### src/rtl/uart_pkg.sv
// Shared constants for the configurable UART receiver: parity modes and FSM state encodings.
package uart_pkg;

  localparam int PAR_NONE = 0;
  localparam int PAR_EVEN = 1;
  localparam int PAR_ODD  = 2;

  typedef enum logic [2:0] {
    ST_IDLE      = 3'd0,
    ST_START     = 3'd1,
    ST_DATA      = 3'd2,
    ST_PARITY    = 3'd3,
    ST_STOP      = 3'd4,
    ST_PUSH      = 3'd5,
    ST_WAIT_HIGH = 3'd6
  } state_e;

endpackage

### src/rtl/uart_rx_fifo.sv
// Received-frame buffer. Push while full is accepted only when a pop happens in the same cycle.
module uart_rx_fifo #(
  parameter int WIDTH = 10,
  parameter int DEPTH = 4
) (
  input  logic             clk_3125,
  input  logic             rst_n,
  input  logic             push_i,
  input  logic             pop_i,
  input  logic [WIDTH-1:0] din_i,
  output logic [WIDTH-1:0] dout_o,
  output logic             full_o,
  output logic             empty_o
);

  localparam int AW = (DEPTH > 1) ? $clog2(DEPTH) : 1;

  logic [AW-1:0]    wr_ptr_q;
  logic [AW-1:0]    rd_ptr_q;
  logic [AW:0]      count_q;
  logic [WIDTH-1:0] mem_q [DEPTH];
  logic             do_push;
  logic             do_pop;

  assign empty_o = (count_q == '0);
  assign full_o  = (count_q == (AW+1)'(DEPTH));
  assign do_pop  = pop_i && !empty_o;
  assign do_push = push_i && (!full_o || do_pop);

  // Head is forced to zero when empty so the output reads 0 out of reset.
  assign dout_o = empty_o ? '0 : mem_q[rd_ptr_q];

  // Pointers wrap naturally at DEPTH (power of two); occupancy tells full from empty.
  always_ff @(posedge clk_3125 or negedge rst_n) begin
    if (!rst_n) begin
      wr_ptr_q <= '0;
      rd_ptr_q <= '0;
      count_q  <= '0;
    end else begin
      if (do_push) wr_ptr_q <= wr_ptr_q + 1'b1;
      if (do_pop)  rd_ptr_q <= rd_ptr_q + 1'b1;
      case ({do_push, do_pop})
        2'b10:   count_q <= count_q + 1'b1;
        2'b01:   count_q <= count_q - 1'b1;
        default: count_q <= count_q;
      endcase
    end
  end

  // Storage array; contents are don't-care while the entry is not occupied.
  always_ff @(posedge clk_3125) begin
    if (do_push) mem_q[wr_ptr_q] <= din_i;
  end

endmodule

### src/rtl/uart_rx_cfg.sv
// Configurable UART receiver with mid-bit sampling, parity/stop checking and a frame FIFO.
//
// state     | meaning
// IDLE      | line idle, waiting for a falling edge
// START     | half a bit in, confirm the start bit is still low
// DATA      | sample DATA_BITS bits, LSB first
// PARITY    | sample parity bit and compare against running XOR
// STOP      | sample STOP_BITS stop bits, any low marks a frame error
// PUSH      | hand frame to the FIFO or flag overrun
// WAIT_HIGH | after a frame error, hold off until the line returns high
module uart_rx_cfg
  import uart_pkg::*;
#(
  parameter int CLKS_PER_BIT = 27,
  parameter int DATA_BITS    = 8,
  parameter int PARITY_MODE  = 1,
  parameter int STOP_BITS    = 1,
  parameter int FIFO_DEPTH   = 4
) (
  input  logic                 clk_3125,
  input  logic                 rst_n,
  input  logic                 rx,
  output logic [DATA_BITS-1:0] rx_data,
  output logic                 rx_valid,
  input  logic                 rx_ready,
  output logic                 parity_err,
  output logic                 frame_err,
  output logic                 overrun,
  output logic [2:0]           state
);

  localparam int CNT_W = $clog2(CLKS_PER_BIT);
  localparam int BIT_W = $clog2(DATA_BITS);
  localparam int FW    = DATA_BITS + 2;

  logic                 rx_meta_q, rx_sync_q;
  state_e               state_q, state_d;
  logic [CNT_W-1:0]     cnt_q, cnt_d;
  logic [BIT_W-1:0]     bit_q, bit_d;
  logic [DATA_BITS-1:0] data_q, data_d;
  logic                 par_q, par_d;
  logic                 perr_q, perr_d;
  logic                 ferr_q, ferr_d;
  logic                 cnt_tc;
  logic                 fifo_push, fifo_pop, fifo_full, fifo_empty;
  logic [FW-1:0]        fifo_dout;

  assign cnt_tc = (cnt_q == CNT_W'(CLKS_PER_BIT - 1));
  assign state  = state_q;

  // Two-flop synchronizer; idles high so reset does not look like a start bit.
  always_ff @(posedge clk_3125 or negedge rst_n) begin
    if (!rst_n) begin
      rx_meta_q <= 1'b1;
      rx_sync_q <= 1'b1;
    end else begin
      rx_meta_q <= rx;
      rx_sync_q <= rx_meta_q;
    end
  end

  // FSM state register.
  always_ff @(posedge clk_3125 or negedge rst_n) begin
    if (!rst_n) state_q <= ST_IDLE;
    else        state_q <= state_d;
  end

  // Frame datapath registers: counters, shift register and error flags.
  always_ff @(posedge clk_3125 or negedge rst_n) begin
    if (!rst_n) begin
      cnt_q  <= '0;
      bit_q  <= '0;
      data_q <= '0;
      par_q  <= 1'b0;
      perr_q <= 1'b0;
      ferr_q <= 1'b0;
    end else begin
      cnt_q  <= cnt_d;
      bit_q  <= bit_d;
      data_q <= data_d;
      par_q  <= par_d;
      perr_q <= perr_d;
      ferr_q <= ferr_d;
    end
  end

  // Next-state and datapath update; all sampling happens at the bit-period terminal count.
  always_comb begin
    state_d = state_q;
    cnt_d   = cnt_q;
    bit_d   = bit_q;
    data_d  = data_q;
    par_d   = par_q;
    perr_d  = perr_q;
    ferr_d  = ferr_q;
    case (state_q)
      ST_IDLE: begin
        if (!rx_sync_q) begin
          cnt_d   = '0;
          bit_d   = '0;
          state_d = ST_START;
        end
      end
      ST_START: begin
        if (cnt_q == CNT_W'(CLKS_PER_BIT / 2)) begin
          cnt_d = '0;
          if (rx_sync_q) begin
            state_d = ST_IDLE;
          end else begin
            state_d = ST_DATA;
            bit_d   = '0;
            data_d  = '0;
            par_d   = 1'b0;
            perr_d  = 1'b0;
            ferr_d  = 1'b0;
          end
        end else begin
          cnt_d = cnt_q + 1'b1;
        end
      end
      ST_DATA: begin
        if (cnt_tc) begin
          cnt_d  = '0;
          data_d = {rx_sync_q, data_q[DATA_BITS-1:1]};
          par_d  = par_q ^ rx_sync_q;
          if (bit_q == BIT_W'(DATA_BITS - 1)) begin
            bit_d   = '0;
            state_d = (PARITY_MODE != PAR_NONE) ? ST_PARITY : ST_STOP;
          end else begin
            bit_d = bit_q + 1'b1;
          end
        end else begin
          cnt_d = cnt_q + 1'b1;
        end
      end
      ST_PARITY: begin
        if (cnt_tc) begin
          cnt_d   = '0;
          perr_d  = (PARITY_MODE == PAR_ODD) ? ~(par_q ^ rx_sync_q) : (par_q ^ rx_sync_q);
          state_d = ST_STOP;
        end else begin
          cnt_d = cnt_q + 1'b1;
        end
      end
      ST_STOP: begin
        if (cnt_tc) begin
          cnt_d  = '0;
          ferr_d = ferr_q | ~rx_sync_q;
          if (bit_q == BIT_W'(STOP_BITS - 1)) begin
            bit_d   = '0;
            state_d = ST_PUSH;
          end else begin
            bit_d = bit_q + 1'b1;
          end
        end else begin
          cnt_d = cnt_q + 1'b1;
        end
      end
      ST_PUSH:      state_d = ferr_q ? ST_WAIT_HIGH : ST_IDLE;
      ST_WAIT_HIGH: if (rx_sync_q) state_d = ST_IDLE;
      default:      state_d = ST_IDLE;
    endcase
  end

  // PUSH writes when there is room (or the head leaves this cycle), otherwise flags overrun.
  always_comb begin
    fifo_push = 1'b0;
    overrun   = 1'b0;
    if (state_q == ST_PUSH) begin
      if (!fifo_full || fifo_pop) fifo_push = 1'b1;
      else                        overrun   = 1'b1;
    end
  end

  assign rx_valid   = !fifo_empty;
  assign fifo_pop   = rx_valid && rx_ready;
  assign rx_data    = fifo_dout[FW-1:2];
  assign parity_err = fifo_dout[1];
  assign frame_err  = fifo_dout[0];

  uart_rx_fifo #(
    .WIDTH (FW),
    .DEPTH (FIFO_DEPTH)
  ) u_fifo (
    .clk_3125 (clk_3125),
    .rst_n    (rst_n),
    .push_i   (fifo_push),
    .pop_i    (fifo_pop),
    .din_i    ({data_q, perr_q, ferr_q}),
    .dout_o   (fifo_dout),
    .full_o   (fifo_full),
    .empty_o  (fifo_empty)
  );

endmodule

### config.mk
export PLATFORM = sky130hd
export DESIGN_NAME = uart_rx_cfg
export DESIGN_NICKNAME = d
export VERILOG_FILES = /design/src/rtl/uart_pkg.sv /design/src/rtl/uart_rx_fifo.sv /design/src/rtl/uart_rx_cfg.sv
export SDC_FILE = /design/constraint.sdc
export NUM_CORES = 1
export LEC_CHECK = 0
export BUFFER_PORTS_ARGS = -buffer_cell sky130_fd_sc_hd__buf_4
export CORE_ASPECT_RATIO = 0.5
export CORE_MARGIN = 3
export CORE_UTILIZATION = 46
export CTS_CLUSTER_DIAMETER = 80
export DETAILED_ROUTE_END_ITERATION = 12
export GPL_TIMING_DRIVEN = 0
export PLACE_DENSITY = 0.64
export SYNTH_ARGS = -nofsm -noshare
export SYNTH_HDL_FRONTEND = slang
export SYNTH_SLANG_ARGS = --single-unit
### constraint.sdc
create_clock -name clk_3125 -period 3.1 [get_ports clk_3125]
set_input_delay 0.31 -clock clk_3125 [delete_from_list [all_inputs] [get_ports clk_3125]]
set_output_delay 0.31 -clock clk_3125 [all_outputs]
set_load 0.005 [all_outputs]
==> results of run 1 <==
[cell families after synthesis]
logic type / after synthesis
AO/OA/AOI/OAI: 36
XOR/XNOR: 7
adder cells (fa/ha/maj): 12
buffers and inverters: 20
flip-flops: 71
multiplexers: 15
AND/OR/NAND/NOR: 71
[power groups by stage]
stage	Sequential, mW	Combinational (mW)	Clock [mW]
floorplan	1.16	0.675	0
global placement	1.18	0.948	0
detailed placement	1.18	0.969	0
CTS	1.16	0.974	1.06
global route	1.18	1.07	1.10
finish	1.16	0.959	1.04
[cell usage after synthesis, drive strengths merged (2+ instances only)]
cell | count | share of area (%)
dfrtp | 29 | 22
nor2 | 7 | 0.88
nand2b | 5 | 0.96
a21bo | 2 | 0.61
clkbuf | 5 | 0.61
and3 | 2 | 0.38
xnor2 | 3 | 0.81
a21o | 4 | 0.92
nand3b | 2 | 0.46
ha | 11 | 4.2
buf | 4 | 0.69
o22ai | 2 | 0.38
mux2i | 3 | 0.92
nor4 | 2 | 0.58
nand2 | 15 | 1.7
dfstp | 2 | 1.6
o21ai | 8 | 1.2
a21oi | 6 | 1.2
a22o | 7 | 2.2
mux4 | 10 | 6.9
nand4b | 2 | 0.73
mux2 | 2 | 0.69
edfxtp | 40 | 37
and2 | 15 | 2.9
xor2 | 4 | 1.1
nand3 | 5 | 0.77
inv | 11 | 1.3
nor3 | 7 | 1.6
nor2b | 4 | 0.77
[routing by layer]
layer  up-vias  track usage [%]  wire, um
met5         -                0         0
li1        912                -         -
met2        39             27.3      2850
met1       948             19.7      2670
met3         9             4.55       232
met4         0             7.03        81
[placed cells by master (no fill, tap or decap), drive strengths merged, types with 8 or more instances in the layout]
cell and instances:
edfxtp 40, dfrtp 29, buf 22, and2 15, nand2 15, clkbuf 15
inv 12, ha 11, mux4 10, o21ai 8
[what timing repair did]
action	CTS	global route
hold buffers	1	0
hold endpoints to repair	29	0
resized for setup	0	0
[layout make-up]
type                    instances  area share, %
flip-flops and latches         71           51.8
multi-input cells             141           31.2
clock buffers                  10           6.26
repair buffers                 19           3.80
well taps                      88           2.88
clock inverters                 6           1.80
plain buffers                   9           1.11
inverters                      11           1.08
[worst max path at each step]
stage,start,endpoint,slack (ps),cells past startpoint
floorplan,state[0],u_fifo.count_q[2],1050,11
global placement,state[0],u_fifo.count_q[2],770,11
detailed placement,state[0],u_fifo.count_q[2],720,11
CTS,state[0],u_fifo.count_q[2],710,11
global route,state[0],u_fifo.count_q[2],460,11
finish,state[0],u_fifo.count_q[2],720,11
[state kept, by name, summed over array words and instances (netlist names), 2 cells and up]
name             cells
u_fifo.rd_ptr_q      2
cnt_q                5
u_fifo.mem_q        40
bit_q                3
state                3
u_fifo.wr_ptr_q      2
data_q               8
u_fifo.count_q       3
[stage by stage]
step	utilization, %	hold slack (ps)
after floorplan	-	14.4
after global placement	54.2	263
after detailed placement	54.2	272
after CTS	59.1	76.9
after global routing	59.1	79.2
final	59.1	88.6
==> results.md, run 1 <==
- Share of the synthesized area in compound gates (AO/OA/AOI/OAI): around 8.4%
- FF/Latch Area: 0.00198 sq mm
- Slack of the critical path: roughly 720 ps
- Kind of end point of the critical path: register
- MaxCap Viol Count: 0
- Internal cell power: 2.22 mW
- Tightest slew margin relative to the limit: 54.8%
- Worst Hold Path EP: rx_meta_q
- Simple-Gate Fraction of Synth Area: approximately an eighth
- Number of I/O pins: 19
- Combined area of the multi-input logic cells: 0.00119 sq mm
- Gr ovfl total: 0
- Adder-cell area share of the yosys netlist: 4.84%
- Number of global-route vias before repair: 2080
- Setup skew after layout: 5.41 ps
- Xor/xnor share of the synthesized area: 1.88%
- Number of design-rule violations left by the first detailed-router iteration: 93
- Min-delay worst type: input pin to register
- Count of cell types in the netlist: 51
- Initial cell density of the core: 50.4%
- Clock sink total: slightly above 70
- Combinational family with the most area after synthesis: simple AND/OR/NAND/NOR gates
- Hold Path Origin: rx
- Cell at the root of the clock tree: clkbuf_16
- Critical Path AT: ~2600 ps
- Critical path peak fanout: 10
- HPWL after DPL: approximately 3800 um
- Clk buf depth: 2
- Summed negative setup slack over all endpoints: 0 ps
- Kind of cell adding the most delay to the critical path: buffers and inverters
- Final setup violation count: 0
- # port buffers: 18
- Number of max-slew violations in the final report: 0
- Placer's final routability congestion estimate: 0.848
- Post-route DRC violation count: 0
- Total placed instance area: 0.00350 sq mm
- Net count of the finished layout: roughly 280
- Count of vias placed by the detailed router: 1908
- Fraction of power consumed by the clock network: 32.8%
- Launch point of the worst reg-to-reg path: state[0]
- Peak supply drop: around 0.38 mV
- Worst r2r dst: u_fifo.count_q[2]
- Total clock buffers created by CTS: 9
- Slowest stage delay, CP: approximately 360 ps
- Wire length of the first global-routing pass: approximately 10000 um
- Finished Layout Cells: 355
- Switching Power: 0.940 mW
- Result of the run: completed
- Average wire per cell in the routed design: 16.4 um
- WP buf/inv: 4
- Slew of the pin with the lowest slew margin: 678 ps
- Length of the first detailed-routing pass in iterations: 4
- Detail Route Antenna Nets: 0
- Overall power consumption: roughly 3.2 mW
- Die footprint: 0.00818 sq mm
- Number of antenna violations at the first check in global routing: 0
- Async set or reset register ratio after synthesis: around 44%
- Clock Latency Late Sink: 330 ps
- Number of buffers added for setup after CTS: 0
- Required time reported for the critical path endpoint: 3300 ps
- Crit-path slowest cell: dfrtp_1
- Number of synthesized register bits: 71
- Post-synthesis cell area: ~0.0033 sq mm
- Proportion of layout cells with a drive suffix above 1: 26.6%
- Setup WS pre-CTS: 723 ps
- N_diodes: 0
- Total wire length after detailed routing: 5830 um
- Proportion of synthesized area in mux cells: approximately 8.5%
- Shortest period the worst path allows: 2380 ps
- Yosys warning count: 0
- Die extent in y: between 60 and 70 um
- Post-synthesis instance total: about 230
- Syn Area/Cell: 14.0 sq um
- Drt via density: 5.37
- Fin crit share: about three quarters
- Fill count: 525
- Synthesis-to-layout area growth: 17.3%
- Final hold violation count: 0
- Post-synthesis net count: 248
- Max Clock Freq: 0.420 GHz
- Cells after DPL: 338
- Register share of total power: between 30% and 40%
- Maximum number of pins on one net before global-route repair: 32
- RSZ-0062 raised after global routing: no
- Min-Delay Path Depth: 1
- CTS tree: done
- Total core area: around 0.0065 sq mm
- EDFF count, synth: 40
- Static leakage: 1.57 nW
- Predominant post-synthesis flop cell: edfxtp_1
- Startpoint type of the worst setup path: register
- Crit path kind: register to register
- Portion of the post-synthesis area used by sequential elements: 60.8%
- Clock transition time at the flip-flop clock pins of the worst setup and hold paths: 60 ps
- R2r setup slk: between 700 and 800 ps
- Worst path cell trace: clkbuf_2, buf_2, nand2_1, nor2_1, inv_1, ha_1, inv_1, fa_1, xor2_1, nor2_1, xor2_1
- Fraction of power consumed by combinational cells: 30.3%
- Finished layout cell area: 0.00382 sq mm
- Horizontal die dimension: 125 um
- GR Util All Layers: 16.1%
- Power density over the cells: slightly above 800 mW/mm^2
- Cell depth of the worst flop-to-flop path: 11
- H-tree depth reported by CTS: 3
- Switching Fraction: between 20% and 30%
- Count of standard-cell rows: 20
Note: power is estimated with default switching activity, not from simulation.
==> run 2, diff against run 1 <==
ABC_AREA = 1   (was not set)
PLACE_DENSITY = 0.66   (was 0.64)
clock period = 2.06 ns   (was 3.1 ns; I/O delays follow)
==> run 2 against run 1 <==
Effect of this change:
- die area is 6.9% higher
- highest routed layer unchanged
- cell count grew 41%
- routed wire length is 27% higher
- synthesized area up 7.4%
- critical endpoint is now rx_data[1]
- sequential share of layout area is 4.2 points lower
- clock skew about the same
- via count rose by 37%
==> results.md, run 2 <==
- Result of the run: completed (unchanged)
- Clock sink total: 71 (unchanged)
- Overall power consumption: 6.13 mW (was 3.16 mW)
- Required time reported for the critical path endpoint: 1850 ps (was 3300 ps)
- Final hold violation count: 0 (unchanged)
- Predominant post-synthesis flop cell: edfxtp_1 (unchanged)
- R2r setup slk: 160 ps (was 720 ps)
- Critical Path AT: 1700 ps (was 2580 ps)
- Critical Path Source: u_fifo.rd_ptr_q[1] (was state[0])
- Tightest slew margin relative to the limit: 59.0% (was 54.8%)
- Combined area of the multi-input logic cells: 0.00133 sq mm (was 0.00119 sq mm)
- Die footprint: 0.00875 sq mm (was 0.00818 sq mm)
- Count of vias placed by the detailed router: 2605 (was 1908)
- Net count of the finished layout: 420 (was 278)
- Async set or reset register ratio after synthesis: 43.7% (unchanged)
- HPWL after DPL: 4720 um (was 3810 um)
- Syn Area/Cell: 9.42 sq um (was 14.0 sq um)
- N_diodes: 0 (unchanged)
- Post-synthesis instance total: 371 (was 232)
- Total clock buffers created by CTS: 9 (unchanged)
- Number of design-rule violations left by the first detailed-router iteration: 183 (was 93)
- Number of antenna violations at the first check in global routing: 0 (unchanged)
- Flip-flop count of the largest register after layout: 40 (unchanged)
- Clock Latency Late Sink: 340 ps (was 330 ps)
- Largest registers ranked by flip-flop count: u_fifo.mem_q: 40 flops, data_q: 8 flops, cnt_q: 5 flops (unchanged)
- Length of the first detailed-routing pass in iterations: 5 (was 4)
- Post-synthesis net count: 387 (was 248)
- Yosys warning count: 0 (unchanged)
- Kind of end point of the critical path: output port (was register)
- Count of cell types in the netlist: 31 (was 51)
- Drt via density: 5.20 (was 5.37)
- Setup skew after layout: 5.57 ps (was 5.41 ps)
- Startpoint type of the worst setup path: register (unchanged)
- Post-synthesis cell area: 0.00350 sq mm (was 0.00326 sq mm)
- Gr ovfl total: 0 (unchanged)
- RSZ-0062 raised after global routing: no (unchanged)
- Register ranked first by flip-flop count: u_fifo.mem_q (unchanged)
- # port buffers: 18 (unchanged)
- Setup WS pre-CTS: -276 ps (was 723 ps)
- Most numerous cell in the Yosys netlist: nor2_1 (was edfxtp_1)
- Fill count: 573 (was 525)
- Proportion of layout cells with a drive suffix above 1: 20.3% (was 26.6%)
- End point of the critical path: rx_data[1] (was u_fifo.count_q[2])
- Power density over the cells: 1470 mW/mm^2 (was 828 mW/mm^2)
- Most common cell after layout, fill and taps aside: nor2_1 (was edfxtp_1)
- MaxCap Viol Count: 0 (unchanged)
- Number of global-route vias before repair: 2569 (was 2080)
- Number of max-slew violations in the final report: 0 (unchanged)
- Horizontal die dimension: 129 um (was 125 um)
- Die extent in y: 67.6 um (was 65.5 um)
- Number of I/O pins: 19 (unchanged)
- Critical path peak fanout: 10 (unchanged)
- Count of standard-cell rows: 21 (was 20)
- Clock transition time at the flip-flop clock pins of the worst setup and hold paths: 60 ps (about the same)
- Post-route DRC violation count: 0 (unchanged)
- Peak supply drop: 0.717 mV (was 0.382 mV)
- Cell at the root of the clock tree: clkbuf_16 (unchanged)
- Max Clock Freq: 0.526 GHz
- Worst r2r dst: u_fifo.count_q[2] (unchanged)
- Detail Route Antenna Nets: 0 (unchanged)
- CTS tree: done (unchanged)
- Yosys top cell area share: 34.4% (was 36.9%)
- Cell depth of the worst flop-to-flop path: 10 (was 11)
- Slack of the critical path: 159 ps (was 722 ps)
- Clk buf depth: 2 (unchanged)
- Number of synthesized register bits: 71 (unchanged)
- Synth cell count leaders: nor2_1, nand2_1, edfxtp_1, inv_1, nand3_1 (was edfxtp_1, dfrtp_1, and2_1, nand2_1)
- Initial cell density of the core: 49.8% (was 50.4%)
- Ranking of synthesized cells by area: edfxtp_1, dfrtp_1, nor2_1, nand2_1, nand3_1 (was edfxtp_1, dfrtp_1, mux4_2, ha_1, and2_1)
- Wire length of the first global-routing pass: 12200 um (was 10100 um)
- Slew of the pin with the lowest slew margin: 614 ps (was 678 ps)
- Total core area: 0.00702 sq mm (was 0.00646 sq mm)
- Total wire length after detailed routing: 7390 um (was 5830 um)
- EDFF count, synth: 40 (unchanged)
- Placer's final routability congestion estimate: 0.871 (was 0.848)
- Shortest period the worst path allows: 1900 ps
- Final setup violation count: 0 (unchanged)
- Launch point of the worst reg-to-reg path: state[1] (was state[0])
- Min-delay worst type: input pin to async pin (was input pin to register)
- GR Util All Layers: 18.9% (was 16.1%)
- Maximum number of pins on one net before global-route repair: 32 (unchanged)
- Fin crit share: 92.3%
- H-tree depth reported by CTS: 3 (unchanged)
- Portion of the post-synthesis area used by sequential elements: 56.6% (was 60.8%)
- Crit path kind: register to output port (was register to register)
- Static leakage: 1.81 nW (was 1.57 nW)
- Synthesis-to-layout area growth: 19.0% (was 17.3%)
- Average wire per cell in the routed design: 14.8 um (was 16.4 um)
- FF/Latch Area: 0.00198 sq mm (about the same)
- Top library cells by usage in the layout, fill and taps aside: nor2_1, nand2_1, edfxtp_1 (was edfxtp_1, dfrtp_1, buf_4)
- Library cell with the largest summed area after synthesis: edfxtp_1 (unchanged)
[run 2: cell types whose count changed after synthesis, sizes merged, moves of 10 or more]
cell | before | now
nor2 | 7 | 73
nand2 | 15 | 66
inv | 11 | 41
nand3 | 5 | 34
o21ai | 8 | 37
and2 | 15 | 0
mux4 | 10 | 0
[run 2: timing repair]
item / in CTS / in global routing
endpoints found under the hold margin: 30 / 0
buffers inserted: 0 / 2
hold buffers: 2 / 0
endpoints found under the setup margin: 42 / 32
pin swaps: 0 / 1
resized for setup: 6 / 15
[run 2: per-layer routing]
metal	vias up	track usage [%]	part of all wire, %
met5	-	0	0
met3	10	6.87	6.4
met4	0	7.59	1.4
met1	1242	23.6	46
met2	72	30.3	46
li1	1281	-	-
[run 2: cell type report]
class / instances / share of cell area, %
multi-input cells: 249 / 32.0
clock inverters: 7 / 2.89
plain buffers: 8 / 1.29
clock buffers: 9 / 5.41
inverters: 43 / 3.94
well taps: 92 / 2.77
flip-flops and latches: 71 / 47.7
repair buffers: 22 / 4.09
[run 2: cell families (layout without fill, tap and decap cells)]
| logic type | after synthesis | after routing | share of synthesized area, % |
|---|---|---|---|
| adder cells (fa/ha/maj) | 12 | 12 | 4.51 |
| flip-flops | 71 | 71 | 56.6 |
| AND/OR/NAND/NOR | 177 | 177 | 22.4 |
| AO/OA/AOI/OAI | 53 | 53 | 8.70 |
| XOR/XNOR | 7 | 7 | 1.75 |
| buffers and inverters | 51 | 89 | 5.98 |
[run 2: where the power goes]
group | internal (mW) | switching (mW)
clock | 1.19 | 0.604
sequential | 1.75 | 0.228
combinational | 0.901 | 1.46
[run 2: metrics by stage]
stage	area [sq um]	hold WS, ps	TNS (ps)	utilization [%]	cells
after global routing	4160	363	0	59.3	501
after global placement	3750	170	-8970	53.4	481
after detailed placement	3750	176	-9330	53.4	481
after floorplan	3500	-89.6	0	-	371
final	4160	347	0	59.3	501
after CTS	4120	317	-1950	58.8	499
[run 2: critical path: stages (launching register included)]
cell	delay, ps
dfrtp_1	370
clkbuf_1	480
nor2_1	120
o21ai_0	130
a21oi_1	100
buf_4	150
[run 2: how the worst min path moves through the flow]
stage	slack, ps	cells past startpoint	from	endpoint
finish	350	2	rst_n	data_q[1]
global route	360	0	rx_meta_q	rx_sync_q
CTS	320	4	rx_ready	u_fifo.rd_ptr_q[0]
detailed placement	180	1	rst_n	data_q[3]
global placement	170	1	rst_n	data_q[3]
floorplan	-90	0	rst_n	bit_q[0]
